==> src/rtl/wb_unit.sv <==
`default_nettype none
// ============================================================================
//  Module   : wb_unit
//  Purpose  : Writeback unit. Sole writer of the register file write port.
//             Merges single-cycle ALU results and buffered LSU results into
//             one registered write stream. Keeps a per-register busy
//             scoreboard that stalls issue on RAW/WAW hazards.
//  Options  : WB_LSU_BYPASS_EN - when defined, a lone LSU result (FIFO empty,
//             no ALU result) skips the FIFO and is written one cycle later.
//  Revision : 1.0 - initial release
// ============================================================================
module wb_unit #(
    parameter int WIDTH      = 32,
    parameter int DEPTH      = 32,
    parameter int FIFO_DEPTH = 4,
    localparam int AW        = $clog2(DEPTH)
) (
    input  logic             clk,
    input  logic             rst,
    // issue side
    input  logic             i_iss_valid,
    input  logic [AW-1:0]    i_iss_rs1,
    input  logic [AW-1:0]    i_iss_rs2,
    input  logic [AW-1:0]    i_iss_rd,
    input  logic             i_iss_rd_we,
    output logic             o_iss_ready,
    // ALU result (never backpressured)
    input  logic             i_alu_valid,
    input  logic [AW-1:0]    i_alu_rd,
    input  logic [WIDTH-1:0] i_alu_data,
    // LSU result
    input  logic             i_lsu_valid,
    output logic             o_lsu_ready,
    input  logic [AW-1:0]    i_lsu_rd,
    input  logic [WIDTH-1:0] i_lsu_data,
    // register file write port
    output logic             o_wr_en,
    output logic [AW-1:0]    o_wr_addr,
    output logic [WIDTH-1:0] o_wr_data,
    // number of busy registers
    output logic [AW:0]      o_pending
);

    localparam int PW = $clog2(FIFO_DEPTH);
    localparam logic [PW:0] c_full_cnt = FIFO_DEPTH[PW:0];

    // scoreboard and write port state
    logic [DEPTH-1:0] r_busy;
    logic [AW:0]      r_pending;
    logic             r_wr_en;
    logic [AW-1:0]    r_wr_addr;
    logic [WIDTH-1:0] r_wr_data;

    // LSU result FIFO
    logic [AW-1:0]    r_fifo_rd   [FIFO_DEPTH];
    logic [WIDTH-1:0] r_fifo_data [FIFO_DEPTH];
    logic [PW-1:0]    r_wptr;
    logic [PW-1:0]    r_rptr;
    logic [PW:0]      r_count;

    logic             w_fifo_full;
    logic             w_fifo_empty;
    logic             w_push;
    logic             w_pop;
    logic             w_bypass;
    logic             w_iss_fire;
    logic             w_win_valid;
    logic [AW-1:0]    w_win_rd;
    logic [WIDTH-1:0] w_win_data;
    logic [DEPTH-1:0] w_busy_next;
    logic [AW:0]      w_pending_next;

    assign w_fifo_full  = (r_count == c_full_cnt);
    assign w_fifo_empty = (r_count == '0);
    assign o_lsu_ready  = !w_fifo_full;

    // busy[0] is held at zero, so x0 sources and destinations never stall
    assign o_iss_ready = !(r_busy[i_iss_rs1] | r_busy[i_iss_rs2] |
                           (i_iss_rd_we & r_busy[i_iss_rd])) & !w_fifo_full;
    assign w_iss_fire  = i_iss_valid & o_iss_ready;

`ifdef WB_LSU_BYPASS_EN
    assign w_bypass = !i_alu_valid & w_fifo_empty & i_lsu_valid;
`else
    assign w_bypass = 1'b0;
`endif

    // a bypassed LSU result goes straight to the write port instead of the FIFO
    assign w_push = i_lsu_valid & o_lsu_ready & !w_bypass;

    // fixed-priority winner select: ALU, then FIFO head, then bypassed LSU
    always_comb begin
        w_win_valid = 1'b0;
        w_win_rd    = '0;
        w_win_data  = '0;
        w_pop       = 1'b0;
        if (i_alu_valid) begin
            w_win_valid = 1'b1;
            w_win_rd    = i_alu_rd;
            w_win_data  = i_alu_data;
        end else if (!w_fifo_empty) begin
            w_win_valid = 1'b1;
            w_win_rd    = r_fifo_rd[r_rptr];
            w_win_data  = r_fifo_data[r_rptr];
            w_pop       = 1'b1;
        end else if (w_bypass) begin
            w_win_valid = 1'b1;
            w_win_rd    = i_lsu_rd;
            w_win_data  = i_lsu_data;
        end
    end

    // next busy vector: writeback clears, issue sets, set applied last so it wins
    always_comb begin
        w_busy_next = r_busy;
        if (w_win_valid) begin
            w_busy_next[w_win_rd] = 1'b0;
        end
        if (w_iss_fire && i_iss_rd_we && (i_iss_rd != '0)) begin
            w_busy_next[i_iss_rd] = 1'b1;
        end
        w_busy_next[0] = 1'b0;
    end

    // popcount of the next busy vector so o_pending tracks r_busy exactly
    always_comb begin
        w_pending_next = '0;
        for (int i = 0; i < DEPTH; i++) begin
            w_pending_next = w_pending_next + {{AW{1'b0}}, w_busy_next[i]};
        end
    end

    // scoreboard, write port and FIFO pointer registers
    always_ff @(posedge clk or posedge rst) begin
        if (rst) begin
            r_busy    <= '0;
            r_pending <= '0;
            r_wr_en   <= 1'b0;
            r_wr_addr <= '0;
            r_wr_data <= '0;
            r_wptr    <= '0;
            r_rptr    <= '0;
            r_count   <= '0;
        end else begin
            r_busy    <= w_busy_next;
            r_pending <= w_pending_next;
            r_wr_en   <= w_win_valid && (w_win_rd != '0);
            if (w_win_valid) begin
                r_wr_addr <= w_win_rd;
                r_wr_data <= w_win_data;
            end
            if (w_push) begin
                r_wptr <= r_wptr + 1'b1;
            end
            if (w_pop) begin
                r_rptr <= r_rptr + 1'b1;
            end
            case ({w_push, w_pop})
                2'b10:   r_count <= r_count + 1'b1;
                2'b01:   r_count <= r_count - 1'b1;
                default: r_count <= r_count;
            endcase
        end
    end

    // FIFO storage; contents are meaningless while the pointers say empty
    always_ff @(posedge clk) begin
        if (w_push) begin
            r_fifo_rd[r_wptr]   <= i_lsu_rd;
            r_fifo_data[r_wptr] <= i_lsu_data;
        end
    end

    assign o_wr_en   = r_wr_en;
    assign o_wr_addr = r_wr_addr;
    assign o_wr_data = r_wr_data;
    assign o_pending = r_pending;

endmodule
`default_nettype wire

==> config.mk <==
export PLATFORM = sky130hd
export DESIGN_NAME = wb_unit
export DESIGN_NICKNAME = d
export VERILOG_FILES = /design/src/rtl/wb_unit.sv
export SDC_FILE = /design/constraint.sdc
export NUM_CORES = 1
export LEC_CHECK = 0
export ABC_AREA = 1
export BUFFER_PORTS_ARGS = -buffer_cell sky130_fd_sc_hd__buf_2
export CORE_MARGIN = 10
export CORE_UTILIZATION = 40
export DETAILED_ROUTE_END_ITERATION = 8
export PLACE_DENSITY_LB_ADDON = 0.12
export SLEW_MARGIN = 20
export SYNTH_ARGS = -nofsm -noshare
export SYNTH_HDL_FRONTEND = slang
export SYNTH_SLANG_ARGS = --single-unit
==> constraint.sdc <==
create_clock -name clk -period 8 [get_ports clk]
set_clock_uncertainty 0.15 [all_clocks]
set_input_delay 0 -clock clk [delete_from_list [all_inputs] [get_ports clk]]
set_output_delay 0 -clock clk [all_outputs]
set_load 0.005 [all_outputs]
## Yosys cells after proc, flatten, opt, wreduce, memory -nomap -nowiden

Memories as Yosys holds them, arrays and structs flattened.
Cells that the tools add are included.

| storage, ports and cells | value |
|---|---|
| register bits | 82 |
| latch bits | 0 |
| output and inout port bits | 46 |
| memory bits (writable) | 148 |
| memories | 2 |
| input bits | 95 |
| word-level logic and storage cells | 95 |
| memory bits (read-only) | 0 |

Memory list:

| memory | depth | width | rd ports | clocked after memory_dff | wr ports | line | RTL |
|---|---|---|---|---|---|---|---|
| r_fifo_data | 4 | 32 | 1 | 0 | 1 | 56 | `logic [WIDTH-1:0] r_fifo_data [FIFO_DEPTH];` |
| r_fifo_rd | 4 | 5 | 1 | 0 | 1 | 55 | `logic [AW-1:0] r_fifo_rd [FIFO_DEPTH];` |

| cells by class | value |
|---|---|
| equal/unequal tests | 3 |
| order comparisons | 6 |
| shift operators | 0 |
| reductions and logical operators | 11 |
| bitwise logic cells | 9 |
| muxes and demuxes | 22 |
| add/sub/neg operators | 34 |
| divide/modulo/power cells | 0 |
| $mul | 0 |

Operators with widths:

| kind | count |
|---|---|
| $add 6x1->6 | 25 |
| $mux 32 | 4 |
| $and 32x32->32 | 1 |
| $not 32->32 | 1 |
| $or 32x32->32 | 1 |
| $lt 5x6->1 const B | 4 |
| $bmux 1 s5 | 3 |
| $demux 1 s5 | 2 |
| $ge 5x1->1 const B | 2 |
| $mux 1 | 10 |
| $mux 5 | 2 |
| $reduce_bool 5->1 | 2 |
| $add 5x1->6 | 1 |
| $pmux 3 s2 | 1 |
| $add 4x1->5 | 1 |
| $logic_and 1x1->1 | 5 |
| $add 2x1->2 const B | 2 |
| $add 3x1->4 | 1 |
| $and 1x1->1 | 4 |
| $add 2x1->3 | 1 |
| $add 3x1->3 const B | 1 |
| $eq 3x3->1 const B | 1 |
| $logic_not 3->1 | 1 |
| $sub 3x1->3 const B | 1 |
| other kinds (6) | 8 |

## Logic depth before layout (Yosys ltp)

Gate-level depths: netlist of the first run.

| depth | value |
|---|---|
| depth in word-level cells | 42 |
| gate-level depth with buffers | 31 |
| mapped depth without buffers | 29 |

## Worst setup path before layout of the first run

Ideal clock, no wire load.

| path | value |
|---|---|
| path type | register to register |
| start point | register r_rptr[1] |
| end point | register r_pending[4] (netlist: o_pending[4]) |
| arrival | 5.520 ns |
| cell stages (with the launch flop) | 28 |
| setup time | 0.123 ns |
| clock period less this slack | 5.792 ns |
| required time | 7.727 ns |
| setup slack | 2.208 ns |
| cells stage by stage | dfrtp_1 buf_2 inv_2 buf_4 o21ai_0 o22ai_1 nand2_1 nand2_1 inv_1 nor2_4 inv_1 o21ai_0 o21ai_2 fa_1 inv_1 fa_1 fa_1 inv_1 fa_1 fa_1 fa_1 inv_1 fa_1 inv_1 fa_1 nand3_1 nand3_1 xor2_1 |

| between the ends | value |
|---|---|
| longest elaborated chain between the ends | 42 |
| elaborated cells on any way between the ends | 43 |
| those cells by class | add/sub: 30; order compare: 2; mux: 6; bitwise: 3; reduce/logical: 1; memory: 1 |

Ends and longest elaborated chain:

| item | line | RTL |
|---|---|---|
| from (decl) | 58 | `logic [PW-1:0] r_rptr;` |
| from (signal assigned) | 156 | `r_rptr <= r_rptr + 1'b1;` |
| $mem_v2 4x5 (*) | -- |  |
| $mux 5 (*) | 101 | `end else if (!w_fifo_empty) begin` |
| $mux 5 (*) | 97 | `if (i_alu_valid) begin` |
| $lt 5x6->1 (not written as such) or $ge 5x1->1 (tied branches) | 117 | `w_busy_next[w_win_rd] = 1'b0;` |
| $logic_and 1x1->1 (not written as such) | 117 |  |
| $mux 1 (not written as such) | 117 |  |
| $demux 1 s5 (*) | 117 |  |
| $not 32->32 (no source line) (*) | -- |  |
| [4 not listed] | -- |  |
| named net w_busy_next[2] | 70 | `logic [DEPTH-1:0] w_busy_next;` |
| $add 1x1->2 (*) | 129 | `w_pending_next = w_pending_next + {{AW{1'b0}}, w_busy_next[i]};` |
| $add 2x1->3 (*) | 129 |  |
| $add 3x1->4 (*) | 129 |  |
| $add 4x1->5 (*) | 129 |  |
| $add 5x1->6 (*) | 129 |  |
| $add 6x1->6 (*) (25 in a row) | 129 |  |
| named net w_pending_next[4] | 71 | `logic [AW:0] w_pending_next;` |
| to (signal assigned) | 146 | `r_pending <= w_pending_next;` |
| to (decl) | 49 | `logic [AW:0] r_pending;` |

Mark *: on every way through the listed nets, which the timed path passes. The rest lies on a longest branch.
A chain may end at the register's enable or synchronous reset.

## Final worst setup path of the first run

| path | value |
|---|---|
| start point | register r_rptr[0] |
| end point | register r_pending[4] (netlist: o_pending[4]) |

| between the ends | value |
|---|---|
| elaborated cells on any way between the ends | 43 |
| those cells by class | add/sub: 30; order compare: 2; mux: 6; bitwise: 3; reduce/logical: 1; memory: 1 |

RTL lines:

| item | line | RTL |
|---|---|---|
| $mem_v2 4x5 (*) | -- |  |
| $mux 5 (*) | 101 |  |
| $mux 5 (*) | 97 |  |
| $lt 5x6->1 (not written as such) or $ge 5x1->1 (tied branches) | 117 |  |
| $logic_and 1x1->1 (not written as such) | 117 |  |
| $mux 1 (not written as such) | 117 |  |
| $demux 1 s5 (*) | 117 |  |
| $not 32->32 (no source line) (*) | -- |  |
| [2 not listed] | -- |  |
| $or 32x32->32 (no source line) | -- |  |
| $mux 32 (*) | 119 | `if (w_iss_fire && i_iss_rd_we && (i_iss_rd != '0)) begin` |
| named net w_busy_next[4] | 70 |  |
| $add 3x1->4 (*) | 129 |  |
| $add 4x1->5 (*) | 129 |  |
| $add 5x1->6 (*) | 129 |  |
| $add 6x1->6 (*) (25 in a row) | 129 |  |
| named net w_pending_next[4] | 71 |  |

Marked as above.

==> results of run 1 <==
## worst reg2reg max path: stages (launching register included)
cell and delay [ps]:
dfrtp_2 820, inv_2 480, a21oi_1 250, o21ai_0 100, nand2_1 90, nand2_1 50, nand2_1 160, inv_1 140
nor2_1 210, inv_1 80, o21ai_0 140, o21ai_1 130, fa_1 550, inv_1 60, fa_1 500, fa_1 510
inv_1 50, fa_1 470, fa_1 530, fa_1 410, inv_1 80, fa_1 150, inv_1 60, fa_1 400
nand3_1 100, nand3_1 80, xor2_1 140
## where the power goes
part	switching, W	leakage, nW	internal, W	total (W)
combinational	0.00154	3.29	0.000948	0.00249
clock	0.000470	0.422	0.000748	0.00122
sequential	0.000153	2.38	0.00162	0.00178
## layout make-up
| class | count | area, um^2 | share of cell area, % |
|---|---|---|---|
| Clock inverter | 10 | 170.2 | 1.184 |
| Inverter | 115 | 435.4 | 3.029 |
| Clock buffer | 36 | 706.9 | 4.917 |
| Tap cell | 378 | 473.0 | 3.290 |
| Timing Repair Buffer | 279 | 2067 | 14.38 |
| Sequential cell | 230 | 6497 | 45.20 |
| Multi-Input combinational cell | 777 | 4024 | 27.99 |
| Antenna cell | 1 | 2.502 | 0.01741 |
## metrics by stage
stage                     hold WS, ps  cells  instance area (um^2)
final                           53.39   1826                 14380
after global routing            56.19   1826                 14380
after detailed placement       -140.6   1650                 12210
after floorplan                -51.13   1174                 11220
after CTS                       33.09   1825                 14370
after global placement         -144.7   1650                 12210
## state kept, by name (all words and copies together) (netlist names)
| signal | flops |
|---|---|
| o_wr_addr | 5 |
| r_count | 3 |
| r_busy | 31 |
| o_wr_data | 32 |
| r_fifo_rd | 20 |
| r_rptr | 2 |
| o_wr_en | 1 |
| o_pending | 6 |
| r_fifo_data | 128 |
| r_wptr | 2 |
## per-layer routing
metal / global-route usage [%] / wire length [um] / vias up
li1: - / - / 4412
met1: 23.38 / 14100 / 4324
met2: 30.17 / 15100 / 267
met3: 3.207 / 1856 / 33
met4: 3.415 / 386 / 0
met5: 0 / 0 / -
## cell families after synthesis
logic type               after synthesis  synth area share (%)
buffers and inverters                167                 6.613
AO/OA/AOI/OAI                        193                 9.646
flip-flops                           230                 57.90
XOR/XNOR                               7                0.5465
AND/OR/NAND/NOR                      541                 19.67
adder cells (fa/ha/maj)               36                 5.621
## repair_timing
action / 4_1_cts / 5_1_grt
hold buffers: 129 / 0
hold endpoints to repair: 243 / 0
buffers inserted: 0 / 0
gates resized for setup: 0 / 0
## path summary, 6_finish.rpt
kind	from	endpoint	slack, ps
setup / recovery	r_rptr[0]	o_pending[4]	1000
min in group asynchronous	rst	o_wr_data[16]	400
hold reg to reg	o_wr_data[19]	o_wr_data[19]	340
setup reg to reg	r_rptr[0]	o_pending[4]	1000
max in group asynchronous	rst	r_rptr[0]	6100
hold / removal	i_iss_rd_we	r_busy[13]	50
## synth_stat cells (all sizes together)
master and count:
a21boi 1, a21oi 18, buf 23, clkbuf 29
clkinv 2, dfrtp 82, edfxtp 148, fa 24
ha 12, inv 113, nand2 289, nand3 97
nor2 143, nor3 12, o21ai 128, o21bai 12
o22ai 34, xnor2 1, xor2 6
==> results by group, run 1 <==
Flow run
  • Max_cap viols: 0

STA
  • Final Max Slew Viols: 0
  • Fin Setup TNS: 0 ps
  • Final period util: 87.46%
  • Final Hold Vio Count: 0
  • Endpoints failing setup: 0
  • Worst-margin pin slew: 991.7 ps
  • RSZ-0062 raised after global routing: no
  • Max Fclk: 0.1429 GHz
  • Final worst slack: 1003 ps
  • Crit path time final: 6997 ps
  • Slew Limit Headroom: 33.73%

Critical path
  • Path depth of the worst reg2reg path: 26
  • CP Depth: 26
  • WS Path Type: flip-flop to flip-flop
  • Most used cell, CP: fa_1
  • Bufs and invs on worst path: 7
  • Crit path required time: 8270 ps
  • Crit-path slowest cell: dfrtp_2
  • CP max FO: 43
  • CP peak stage delay: 820 ps
  • CP Launch Type: flip-flop
  • Worst EP arrival: 7260 ps
  • Largest delay share family, worst path: adder cells
  • Crit. End Element: flip-flop

Floorplanning
  • Rows: 61
  • Core Area: 27710 um^2
  • Die Wd: 187.5 um
  • I/O pin count: 141
  • Initial Util: 40.50%
  • Die Y: 187.5 um
  • Die ar.: 35150 um^2

Final layout
  • Area Overhead vs Synth: 28.14%
  • Most frequent cells in the layout: 287 x nand2_1, 148 x edfxtp_1, 140 x buf_2
  • NumNets Final: 1559
  • Fillers: 2522
  • Leading cell type in the layout, fill and taps excluded: nand2_1
  • Final core utilization: 51.89%
  • Share of cells above drive strength 1: 15.13%

Drt
  • DRC: 0
  • Post-route ant nets: 0
  • Drt pass-1 iters: 5
  • Via-to-Cell Ratio: 4.949
  • Initial drt markers: 708
  • Via Count: 9036
  • Wire per inst: 17.22 um
  • Final wirelength: 31440 um

Yosys
  • Area of the mapped netlist: 11220 um^2
  • YS warnings: 0
  • Yosys cell types: 31
  • Most area-consuming cells after synthesis: edfxtp_1 40%, dfrtp_1 18%, nand2_1 9.6%, o21ai_0 4.7%, nor2_1 4.6%
  • Synth Net Count: 1305
  • Yosys top cell area share: 39.61%
  • Post-synthesis sequential area ratio: 57.90%
  • Synthesized area per cell: 9.557 um^2
  • Mapped Cells: 1174
  • Area leader, netlist: edfxtp_1
  • Synth Register Bits: 230

Pwr
  • Lkg Pwr: 6.098 nW
  • Maximum vdd ir drop: 359.6 uV
  • Power Total: 0.005481 W
  • PwrDens: 381.2 nW/um^2

Placed design
  • PortBufs: 140
  • Final GP Congestion: 0.8808
  • Dpl hpwl: 20600 um
  • Place WS: 1019 ps

Global route
  • Initial antenna violation count: 1
  • Vias in the first global route: 9169
  • Gr ovfl total: 0
  • Pin count of the biggest net entering global routing: 63
  • First-pass GRT wire length: 50840 um
  • GRT Overall Usage: 17.78%

Clock tree
  • Root buffer cell: clkbuf_16
  • Clock buffer depth: 3
  • Htree depth: 1
  • Worst-Skew Late Latency: 530 ps
  • Clock Sinks: 230
  • Reg clk slew, reported paths: 60 ps
  • CTS Buf Count: 25
  • CTS tree: done

Hold path
  • Hold Path Class: primary input to flip-flop
  • Hold Crit Depth: 4

Outcome
  • Status: finished clean
Power figures use the tool's default switching activity.
==> run 2, diff against run 1 <==
- ABC_AREA: 1 -> 0
==> results by group, run 2 <==
Yosys
  • Post-synthesis sequential area ratio: 60.51%
  • Most area-consuming cells after synthesis: edfxtp_1 41%, dfrtp_1 19%, mux4_2 10%, fa_1 4.5%, a222oi_1 3.1%
  • Synth Flop Type: edfxtp_1
  • Yosys top cell area share: 41.39%
  • Synthesized area per cell: 14.85 um^2
  • Area leader, netlist: edfxtp_1
  • Synth Net Count: 854
  • Yosys cell types: 57
  • Most frequent cells after synthesis: 148 x edfxtp_1, 82 x dfrtp_1, 71 x inv_1, 50 x mux4_2, 50 x o21ai_0
  • Area of the mapped netlist: 10740 um^2
  • Async set-reset flop share out of synthesis: 35.65%
  • Synth Register Bits: 230
  • Mapped Cells: 723
  • YS warnings: 0
  • Count leader, synth: edfxtp_1
  • Number of synthesized flops with an enable pin: 148

Drt
  • Post-route ant nets: 0
  • Wire per inst: 22.45 um
  • Initial drt markers: 610
  • Via-to-Cell Ratio: 5.616
  • DRC: 7
  • Drt pass-1 iters: 9
  • Via Count: 7306
  • Final wirelength: 29210 um

Critical path
  • Worst EP arrival: 7480 ps
  • WS Path Type: flip-flop to flip-flop
  • Most used cell, CP: fa_1
  • Largest delay share family, worst path: adder cells
  • CP peak stage delay: 780 ps
  • CP Launch Type: flip-flop
  • Crit path required time: 8300 ps
  • CP max FO: 11
  • Crit-path slowest cell: or4_1
  • Cells along the critical path: mux4_2, nor2b_1, a211oi_1, nand4_1, or4_1, o31ai_1, fa_1, inv_1, fa_1, fa_1, inv_1, fa_1, fa_1, fa_1, inv_1, fa_1, inv_1, fa_1, a21o_1, a21oi_1, xnor2_1
  • Crit. End Element: flip-flop
  • Bufs and invs on worst path: 4

Placed design
  • Final GP Congestion: 0.8921
  • Place WS: 868.2 ps
  • Dpl hpwl: 19730 um
  • Placed Cells: 1163
  • PortBufs: 140

Hold path
  • Hold Path Class: primary input to flip-flop

STA
  • Crit path time final: 7179 ps
  • Max Fclk: 0.1393 GHz
  • Fin Setup TNS: 0 ps
  • Final period util: 89.74%
  • Endpoints failing setup: 0
  • Hold slack: 19.41 ps
  • Slew Limit Headroom: 29.55%
  • Final worst slack: 820.6 ps
  • Final Max Slew Viols: 0
  • Worst-margin pin slew: 1054 ps
  • Final Hold Vio Count: 0
  • RSZ-0062 raised after global routing: no

Final layout
  • Sequential cell area: 6499 um^2
  • Most frequent cells in the layout: 148 x edfxtp_1, 140 x buf_2, 88 x dlygate4sd3_1
  • Area Overhead vs Synth: 27.05%
  • Fillers: 2174
  • Leading cell type in the layout, fill and taps excluded: edfxtp_1
  • Max FFs per register: 128
  • Largest Register: r_fifo_data
  • NumNets Final: 1077
  • Final Non-Filler Cells: 1301
  • Number of diodes: 0
  • Share of cells above drive strength 1: 27.23%
  • Area of the multi-input gates: 3804 um^2
  • Final core utilization: 52.05%

Outcome
  • Status: finished, violations left
  • Violated checks: design-rule violations

Clock tree
  • Post-CTS Setup Bufs: 0
  • Htree depth: 1
  • Cts repair resizes: 0
  • CTS tree: done
  • Clock buffer depth: 3
  • CTS Buf Count: 26
  • Root buffer cell: clkbuf_16
  • Worst-Skew Late Latency: 550 ps
  • Reg clk slew, reported paths: 60 ps
  • Clock Sinks: 230

Global route
  • GRT Overall Usage: 17.36%
  • Pin count of the biggest net entering global routing: 46
  • Initial antenna violation count: 0
  • Vias in the first global route: 8011
  • First-pass GRT wire length: 46060 um
  • Gr ovfl total: 0

Floorplanning
  • Die ar.: 33800 um^2
  • Die Y: 183.8 um
  • Die Wd: 183.8 um
  • I/O pin count: 141
  • Core Area: 26210 um^2
  • Initial Util: 40.97%
  • Rows: 59

Pwr
  • Lkg Pwr: 5.488 nW
  • Maximum vdd ir drop: 285.7 uV
  • PwrDens: 370.2 nW/um^2

Flow run
  • Max_cap viols: 0
==> run 2: changes by cell type after synthesis, sizes merged, moves of 41 or more <==
| cell | previous run | this run |
|---|---|---|
| nand3 | 97 | 14 |
| mux4 | 0 | 50 |
| inv | 113 | 72 |
| nand2 | 289 | 26 |
| o21ai | 128 | 51 |
| nor2 | 143 | 13 |
==> run 2: logic make-up (layout without fill, tap and decap cells) <==
family | count (synthesis) | after routing | share of synthesized area (%)
flip-flops | 230 | 230 | 60.51
AO/OA/AOI/OAI | 157 | 157 | 10.84
buffers and inverters | 115 | 358 | 4.219
AND/OR/NAND/NOR | 104 | 104 | 5.233
multiplexers | 72 | 72 | 12.60
adder cells (fa/ha/maj) | 36 | 36 | 5.873
XOR/XNOR | 9 | 9 | 0.7341
==> run 2: metrics by stage <==
step | power [W] | area [um^2]
after detailed placement | 0.003777 | 11770
after global placement | 0.003735 | 11740
after global routing | 0.005437 | 13640
after CTS | 0.005119 | 13600
final | 0.005050 | 13640
after floorplan | 0.003169 | 10740
==> run 2: cell type report <==
| class | count | area share, % |
|---|---|---|
| Clock buffer | 30 | 4.880 |
| Clock inverter | 18 | 2.055 |
| Inverter | 72 | 1.990 |
| Multi-Input combinational cell | 378 | 27.88 |
| Sequential cell | 230 | 47.64 |
| Tap cell | 335 | 3.073 |
| Timing Repair Buffer | 238 | 12.47 |
==> run 2: what timing repair did <==
item / CTS / global route
hold buffers: 88 / 0
endpoints found under the hold margin: 295 / 0
endpoints found under the setup margin: 0 / 0
==> run 2: path summary, 6_finish.rpt <==
check / endpoint / slack [ps] / startpoint / depth (start not counted)
max: o_pending[4] / 820 / r_busy[22] / 21
min: r_busy[16] / 20 / i_iss_rd[0] / 4
max reg2reg: o_pending[4] / 820 / r_busy[22] / 21
min reg2reg: o_wr_data[28] / 340 / o_wr_data[28] / 2
max in group asynchronous: o_wr_data[25] / 6500 / rst / 6
min in group asynchronous: o_wr_addr[4] / 540 / rst / 5
==> run 2: power breakdown <==
group / internal [W] / switching, W
clock network: 0.000798 / 0.000491
logic: 0.000885 / 0.00109
registers: 0.00161 / 0.000181
total: 0.00329 / 0.00176
==> run 2: per-layer routing <==
layer	vias up	wire length, um	GRT usage (%)
li1	3264	-	-
met1	3724	11580	20.69
met2	262	15070	31.08
met3	56	1752	3.399
met4	0	801	5.146
met5	-	0	0
==> run 2: worst reg2reg max path: stages, from the launching register on <==
cell      delay (ps)
dfrtp_1          410
mux4_2           450
nor2b_1          140
a211oi_1         360
nand4_1          210
or4_1            780
o31ai_1          450
fa_1             490
inv_1            100
fa_1             420
fa_1             520
inv_1             60
fa_1             470
fa_1             530
fa_1             400
inv_1             80
fa_1             150
inv_1             60
fa_1             390
a21o_1           190
a21oi_1          170
xnor2_1          140
==> run 3, diff against run 2 <==
- PLACE_DENSITY: unset -> 0.63
- PLACE_DENSITY_LB_ADDON: 0.12 -> unset
- SLEW_MARGIN: 20 -> 5
==> results by group, run 3 (same netlist as run 2, synthesis figures left out) <==
Outcome
  • Status: finished clean

Clock tree
  • Clock buffer depth: 3
  • Reg clk slew, reported paths: 70 ps
  • CTS tree: done
  • CTS Buf Count: 24
  • Worst-Skew Late Latency: 540 ps
  • Root buffer cell: clkbuf_16
  • Htree depth: 1
  • Clock Sinks: 230

Drt
  • Via-to-Cell Ratio: 5.567
  • Initial drt markers: 694
  • Post-route ant nets: 0
  • Final wirelength: 28140 um
  • Wire per inst: 21.54 um
  • Drt pass-1 iters: 9
  • Via Count: 7270
  • DRC: 0

STA
  • Hold slack: 41.48 ps
  • Final worst slack: 882.4 ps
  • Slew Limit Headroom: 28.49%
  • Final Max Slew Viols: 0
  • Final Hold Vio Count: 0
  • RSZ-0062 raised after global routing: no
  • Endpoints failing setup: 0
  • Crit path time final: 7118 ps
  • Final period util: 88.97%
  • Max Fclk: 0.1405 GHz
  • Worst-margin pin slew: 1070 ps
  • Fin Setup TNS: 0 ps

Critical path
  • CP peak stage delay: 730 ps
  • Crit. End Element: flip-flop
  • Crit-path slowest cell: or4_1
  • Crit path required time: 8300 ps
  • Worst EP arrival: 7420 ps
  • Most used cell, CP: fa_1
  • Cells along the critical path: mux4_2, a32o_1, a211oi_2, nand4_1, or4_1, o31ai_1, fa_1, inv_1, fa_1, fa_1, inv_1, fa_1, fa_1, fa_1, inv_1, fa_1, inv_1, fa_1, a21o_1, a21oi_1, xnor2_1
  • Crit. Startpoint: r_busy[19]
  • CP max FO: 11
  • WS Path Type: flip-flop to flip-flop
  • Reg2reg start: r_busy[19]
  • CP Launch Type: flip-flop

Final layout
  • Leading cell type in the layout, fill and taps excluded: edfxtp_1
  • Largest Register: r_fifo_data
  • Share of cells above drive strength 1: 26.81%
  • Area Overhead vs Synth: 26.40%
  • Max FFs per register: 128
  • Most frequent cells in the layout: 148 x edfxtp_1, 140 x buf_2, 95 x dlygate4sd3_1
  • NumNets Final: 1079

Floorplanning
  • Die ar.: 33800 um^2
  • Die Y: 183.8 um
  • Core Area: 26210 um^2
  • I/O pin count: 141
  • Die Wd: 183.8 um
  • Initial Util: 40.97%
  • Rows: 59

Global route
  • Initial antenna violation count: 5
  • Vias in the first global route: 7809
  • Pin count of the biggest net entering global routing: 60
  • First-pass GRT wire length: 44670 um
  • GRT Overall Usage: 16.77%
  • Gr ovfl total: 0

Placed design
  • Final GP Congestion: 0.8733
  • Place WS: 884.2 ps
  • PortBufs: 140
  • Dpl hpwl: 18670 um

Pwr
  • PwrDens: 366.7 nW/um^2
  • Lkg Pwr: 5.449 nW
  • Maximum vdd ir drop: 327.6 uV

Hold path
  • Hold Path Class: primary input to flip-flop
  • Hold Startpoint: i_iss_rs2[4]

Flow run
  • Max_cap viols: 0
run 3: cell count changes in the layout (fill, tap and decap cells not counted), sizes merged:
cell         previous run  this run
clkinv                 11         9
clkbuf                 30        28
buf                   150       147
bufinv                  6         5
clkinvlp                1         2
dlygate4sd3            88        95
diode                   0         5
run 3: stage by stage:
step	std cells	cell area [um^2]	total power, W	utilization [%]
finish	1306	13570	0.004976	51.78
global route	1306	13570	0.005386	51.78
CTS	1301	13560	0.005038	51.74
detailed placement	1162	11740	0.003771	44.81
global placement	1162	11740	0.003733	44.81
floorplan	723	10740	0.003169	-
run 3: metal layers:
metal  global-route usage [%]  wire, um
met5                    1.036        45
met4                    4.982       643
met3                    4.269      2256
met2                    27.96     13700
met1                    21.03     11490
run 3: final timing paths:
check | endpoint | slack, ps | cells after the start
setup / recovery | o_pending[4] | 880 | 21
max in group asynchronous | r_rptr[0] | 6040 | 5
min in group asynchronous | o_wr_data[28] | 440 | 4
setup reg to reg | o_pending[4] | 880 | 21
hold / removal | r_busy[5] | 40 | 4
hold reg to reg | o_wr_data[28] | 340 | 2
run 3: area by class of cell:
cell class / count / area, um^2
fillers: 2175 / 12640
flip-flops and latches: 230 / 6499
multi-input cells: 378 / 3800
repair buffers: 242 / 1704
clock buffers: 28 / 625.6
well taps: 335 / 419.2
inverters: 72 / 271.5
clock inverters: 16 / 239.0
diodes: 5 / 12.51
run 3: repair_timing:
| action | in CTS | in global routing |
|---|---|---|
| buffers inserted | 0 | 0 |
| endpoints found under the hold margin | 239 | 0 |
| resized for setup | 0 | 0 |
| hold buffers | 95 | 0 |
run 3: report_power, final:
group          switching [W]  internal [W]
clock network       0.000477      0.000729
registers           0.000193       0.00161
logic                0.00108      0.000890
total                0.00175       0.00323
run 3: worst max-delay path, delay by kind of cell, from the launching register on:
family / cells / cell delay [ps]
AO/OA/AOI/OAI: 5 / 1290
multiplexers: 1 / 470
AND/OR/NAND/NOR: 2 / 910
adder cells (fa/ha/maj): 8 / 3380
buffers and inverters: 4 / 270
flip-flops: 1 / 410
XOR/XNOR: 1 / 130
